File: config.mk
export PLATFORM = sky130hd
export DESIGN_NAME = line_fetch_bcd
export DESIGN_NICKNAME = d
export VERILOG_FILES = /design/src/rtl/line_fetch_pkg.sv /design/src/rtl/bcd_dd_seq.sv /design/src/rtl/line_fetch_bcd.sv
export SDC_FILE = /design/constraint.sdc
export NUM_CORES = 1
export LEC_CHECK = 0
export ABC_AREA = 1
export BUFFER_PORTS_ARGS = -buffer_cell sky130_fd_sc_hd__buf_2
export CAP_MARGIN = 30
export CORE_MARGIN = 2
export CORE_UTILIZATION = 52
export CTS_CLUSTER_SIZE = 28
export DETAILED_ROUTE_END_ITERATION = 6
export GPL_ROUTABILITY_DRIVEN = 1
export PLACE_DENSITY = 0.76
export SYNTH_ARGS = -nofsm -noshare
export SYNTH_HDL_FRONTEND = slang
export SYNTH_SLANG_ARGS = --single-unit
export TNS_END_PERCENT = 10
File: constraint.sdc
create_clock -name clk -period 14.8 [get_ports clk]
set_input_delay 2.96 -clock clk [delete_from_list [all_inputs] [get_ports clk]]
set_output_delay 2.96 -clock clk [all_outputs]
set_load 0.1 [all_outputs]
File: src/rtl/line_fetch_pkg.sv
// Shared types and helpers for the line fetch / BCD conversion engine.
package line_fetch_pkg;

   typedef enum logic [2:0] {
      IDLE,
      READ,
      WAIT,
      CONV,
      STORE
   } state_t;

   localparam logic [3:0] BLANK_CODE = 4'hF;

   function automatic int unsigned pow10(input int unsigned d);
      int unsigned p;
      p = 1;
      for (int unsigned i = 0; i < d; i++) p = p * 10;
      return p;
   endfunction

endpackage

File: src/rtl/bcd_dd_seq.sv
// Sequential double-dabble converter: load a binary value, then one add-3/shift per step.
module bcd_dd_seq
   import line_fetch_pkg::*;
#(
   parameter int unsigned N      = 10,
   parameter int unsigned DIGITS = 3
) (
   input  logic                  clk,
   input  logic                  rst,
   input  logic                  load,
   input  logic                  step,
   input  logic [N-1:0]          din,
   output logic [4*DIGITS-1:0]   bcd,
   output logic                  ovf,
   output logic                  done
);

   localparam int unsigned W     = 4*DIGITS + N;
   localparam int unsigned CW    = $clog2(N + 1);
   localparam int unsigned LIMIT = pow10(DIGITS);

   logic [W-1:0]  sh;
   logic [W-1:0]  adj;
   logic [CW-1:0] cnt;

   always_comb begin
      adj = sh;
      for (int unsigned i = 0; i < DIGITS; i++) begin
         if (sh[N+4*i +: 4] >= 4'd5) adj[N+4*i +: 4] = sh[N+4*i +: 4] + 4'd3;
      end
   end

   always_ff @(posedge clk or posedge rst) begin
      if (rst) begin
         sh  <= '0;
         cnt <= '0;
         ovf <= 1'b0;
      end else if (load) begin
         sh  <= W'(din);
         cnt <= CW'(N);
         ovf <= (64'(din) >= 64'(LIMIT));
      end else if (step && (cnt != '0)) begin
         sh  <= adj << 1;
         cnt <= cnt - CW'(1);
      end
   end

   assign bcd  = sh[W-1 -: 4*DIGITS];
   // High during the final step; the result is valid from the following edge.
   assign done = (cnt == CW'(1));

endmodule

File: src/rtl/line_fetch_bcd.sv
// Fetches one text line of binary values, converts each to BCD and double-buffers the line.
// Optional macro LINE_FETCH_BLANK_LZ_EN blanks leading zero digits of each value.
module line_fetch_bcd
   import line_fetch_pkg::*;
#(
   parameter int unsigned N          = 10,
   parameter int unsigned DIGITS     = 3,
   parameter int unsigned HCHAR      = 48,
   parameter int unsigned ADR_BITS   = 6,
   parameter int unsigned LINE_BITS  = 5,
   parameter int unsigned RD_LATENCY = 1,
   parameter logic [3:0]  OVF_CODE   = 4'hE
) (
   input  logic                  clk,
   input  logic                  RST,
   input  logic                  start,
   input  logic [LINE_BITS-1:0]  line_idx,
   input  logic [ADR_BITS-1:0]   base_addr,
   input  logic                  swap,
   output logic                  rd_en,
   output logic [ADR_BITS-1:0]   rd_addr,
   input  logic [N-1:0]          rd_data,
   output logic [4*HCHAR-1:0]    lineout,
   output logic                  ready,
   output logic                  busy,
   output logic                  err_miss
);

   localparam int unsigned VPL = HCHAR / DIGITS;
   localparam int unsigned GW  = 4 * DIGITS;
   localparam int unsigned KW  = (VPL > 1) ? $clog2(VPL) : 1;

   state_t              state, nxt;
   logic [KW-1:0]       k;
   logic [ADR_BITS-1:0] addr;
   logic [ADR_BITS-1:0] start_addr;
   logic [2:0]          wcnt;
   logic [GW-1:0]       back [VPL];
   logic                conv_load, conv_step, conv_done, conv_ovf;
   logic [GW-1:0]       conv_bcd;
   logic [GW-1:0]       group;

   assign start_addr = base_addr + ADR_BITS'(32'(line_idx) * VPL);
   assign busy       = (state != IDLE);

   bcd_dd_seq #(
      .N      (N),
      .DIGITS (DIGITS)
   ) u_conv (
      .clk  (clk),
      .rst  (RST),
      .load (conv_load),
      .step (conv_step),
      .din  (rd_data),
      .bcd  (conv_bcd),
      .ovf  (conv_ovf),
      .done (conv_done)
   );

   always_ff @(posedge clk or posedge RST) begin
      if (RST) state <= IDLE;
      else     state <= nxt;
   end

   always_comb begin
      nxt       = state;
      rd_en     = 1'b0;
      rd_addr   = '0;
      conv_load = 1'b0;
      conv_step = 1'b0;
      case (state)
         IDLE:  if (start) nxt = READ;
         READ: begin
            rd_en   = 1'b1;
            rd_addr = addr + ADR_BITS'(k);
            nxt     = WAIT;
         end
         WAIT: begin
            if (wcnt == '0) begin
               conv_load = 1'b1;
               nxt       = CONV;
            end
         end
         CONV: begin
            conv_step = 1'b1;
            if (conv_done) nxt = STORE;
         end
         STORE: nxt = (k == KW'(VPL - 1)) ? IDLE : READ;
         default: nxt = IDLE;
      endcase
   end

`ifdef LINE_FETCH_BLANK_LZ_EN
   logic lead;
`endif

   always_comb begin
      group = conv_ovf ? {DIGITS{OVF_CODE}} : conv_bcd;
`ifdef LINE_FETCH_BLANK_LZ_EN
      lead = 1'b1;
      // Least significant digit is excluded from the scan so zero stays visible.
      if (!conv_ovf) begin
         for (int unsigned j = 0; j < DIGITS - 1; j++) begin
            if (lead && (conv_bcd[GW-1-4*j -: 4] == 4'd0)) group[GW-1-4*j -: 4] = BLANK_CODE;
            else lead = 1'b0;
         end
      end
`endif
   end

   always_ff @(posedge clk or posedge RST) begin
      if (RST) begin
         k        <= '0;
         addr     <= '0;
         wcnt     <= '0;
         ready    <= 1'b0;
         err_miss <= 1'b0;
         lineout  <= '1;
         for (int unsigned i = 0; i < VPL; i++) back[i] <= '1;
      end else begin
         err_miss <= swap && !ready;
         // Swap is evaluated before the IDLE start branch, so a same-edge start refills safely.
         if (swap && ready) begin
            ready <= 1'b0;
            for (int unsigned i = 0; i < VPL; i++) lineout[4*HCHAR-1-GW*i -: GW] <= back[i];
         end
         case (state)
            IDLE: begin
               if (start) begin
                  addr  <= start_addr;
                  k     <= '0;
                  ready <= 1'b0;
               end
            end
            READ: wcnt <= 3'(RD_LATENCY - 1);
            WAIT: if (wcnt != '0) wcnt <= wcnt - 3'd1;
            STORE: begin
               back[k] <= group;
               if (k == KW'(VPL - 1)) ready <= 1'b1;
               else                   k     <= k + KW'(1);
            end
            default: ;
         endcase
      end
   end

endmodule

==> run metrics <==
Initial Utilization 52.5%; CTS Buf Count 44; Slew Limit Headroom 37.5%; die height 188 µm; Hold WC Path Type flip-flop to flip-flop; worst hold slack 467 ps; RD Place Congestion between 0.8 and 0.9; top-count cell post-synth nand2_1; Setup WS pre-CTS just over 9000 ps; Via Count between 10k and 15k; FFs w/ async S/R, synth 100%; CTS clk-pin slew, worst paths 60 ps; Critical Path Sink Type output pin; gr ovfl total 0; Critical Path RT between 10000 and 15000 ps; Syn Nets 1772; CTS tree built; final setup skew around 34 ps; # hold bufs at CTS 0; period utilization roughly 38%; share of cells above drive strength 1 39.8%; worst path cell trace ha_1 > fa_1 > nand2_1 > nand2_1 > a21oi_1 > nor2_1 > nor2_1 > buf_2; Synth top cells by count nand2_1, dfstp_2, o21ai_0; number of setup buffers added after CTS 0; Root Buffer clkbuf_16; global-route wire length before repair approximately 63 mm; Top FF cell, synth dfstp_2; CP Max Fanout 8; DRC Markers 0; num ports 227; post-DP HPWL 25.8 mm; core area 0.0334 mm²; largest family of logic cells by synthesized area simple AND/OR/NAND/NOR gates; PortBufs 223; post-synthesis xor/xnor area fraction 0.100%; worst-margin pin slew between 900 and 1000 ps; Setup violations, final 0; Die ar. 0.0352 mm²; Yosys reg bits 429; status complete, no violations; slack of the critical path 9230 ps; post-CTS sizing 0; leakage 8.96 nW; WL/cell 16.6 µm; Area contributors post-synth dfstp_2, o21ai_0, nand2_1; Yosys top cell area share a little under three fifths; Final min period between 5000 and 6000 ps; number of flops mapped to enable cells by yosys 0; vias per inst 5.17; IR drop worst, VDD 0.0915 mV; vias in the first global route 11.8k; CTS Buffer Depth 3; sequential area share after synthesis 64.0%; Die W 188 µm; Fmax achieved roughly 180 MHz; H-Tree Depth 2; Yosys cell types 31; Clock Latency Late Sink 550 ps; pwr dens 131 mW/mm²; Synth Cell Area 0.0175 mm²; Nets 1968; Syn Inst Count 1726; gr usage total 22.4%; Synth Area in Simple Gates 13.6%; clock sinks 429; Synth Area in Compound Gates between 10% and 20%; Setup CP Type flip-flop to output pin; fin area 0.0205 mm²; Hold Vio Cnt, Final 0; wirelength, routed 39.8 mm; Post-DP Area 0.0190 mm²; post-synthesis mux area share 3.09%; area grow syn2layout 17.3%; initial antenna violation count 0; post-route ant nets 0; critical path's slowest cell dfrtp_1; Yosys top cell by area dfstp_2; critical path arrival between 2000 and 3000 ps; RSZ-0062 raised after global routing no; max incr delay on CP 480 ps; CP startpoint kind flip-flop; syn_area_per_cell 10.2 µm²; Synth Warn # 0; initial drt markers 846; max-capacitance violation count 0; row cnt 67; ANT cells 0; 1st-pass router iterations 6; final setup TNS 0 ps; Tot Pwr approximately 2.7 mW; Synth Area in Adders 1.54%; Slew Limit Fails 0; largest net degree at the start of global routing around 120
## layout make-up
type,instances,area (µm²)
multi-input combinational,1007,5120
fill,2698,12800
inverter,204,781
clock inverter,14,180
tap,448,561
clock buffer,66,1380
timing repair buffer,236,1310
sequential,429,11200
## through the flow
| stage | std cells | util [%] |
|---|---|---|
| 6_report | 2404 | 61.6 |
| 5_1_grt | 2404 | 61.6 |
| 4_1_cts | 2403 | 61.5 |
| 3_5_place_dp | 2323 | 56.8 |
| 3_3_place_gp | 2317 | 56.5 |
| 2_1_floorplan | 1726 | - |
## state kept, by name (all words and copies together), names as in the netlist
signal      flops
u_conv.ovf      1
lineout       192
ready           1
state           3
err_miss        1
u_conv.sh      22
addr            6
wcnt            3
back          192
u_conv.cnt      4
k               4
## final timing paths
check	to	slack, ps	cells after the start	start
worst max-delay path	rd_addr[4]	9230	8	k[0]
worst min register to register	u_conv.sh[4]	470	2	u_conv.sh[3]
min in group asynchronous	lineout[109]	2930	2	RST
worst max register to register	lineout[60]	12030	6	ready
worst min-delay path	u_conv.sh[4]	470	2	u_conv.sh[3]
max in group asynchronous	addr[0]	9920	4	RST
## worst max-delay path: cells and delay by family, from the launching register on
kind	cells	cell delay, ps
flops	1	480
compound gates	1	170
simple gates	4	280
buf+inv	1	430
fa+ha+maj	2	720
## layout by cell type, fill, tap and decap left out, drive strengths merged
cell	instances
a21oi	7
buf	236
bufinv	3
clkbuf	66
clkinv	9
dfrtp	45
dfstp	384
fa	1
ha	20
inv	206
mux2	48
nand2	459
nand3	38
nand4	6
nor2	53
nor3	5
o211ai	1
o21a	1
o21ai	362
o21bai	2
o22ai	2
xnor2	1
xor2	1
## cells by family (layout without fill, tap and decap cells)
kind of cell / Yosys count / after routing
adders and majority gates: 21 / 21
buffers and inverters: 290 / 520
and+or+nand+nor: 561 / 561
DFF: 429 / 429
AOI/OAI and AO/OA: 375 / 375
muxes: 48 / 48
xor gates and xnor gates: 2 / 2
## routing by layer
metal  GRT usage [%]  routed length [µm]  vias to the layer above
met3            3.41                2350                       74
met5               0                   0                        -
met2            37.1               19100                      373
met4            6.42                 996                        0
li1                -                   -                     5863
met1            31.0               17400                     6114
## power by group
group	internal, mW	switching (mW)	total [mW]	leakage [nW]
logic	0.0564	0.198	0.255	3.66
registers	1.26	0.0244	1.28	4.53
clock network	0.698	0.458	1.16	0.776
Power figures use the tool's default switching activity.
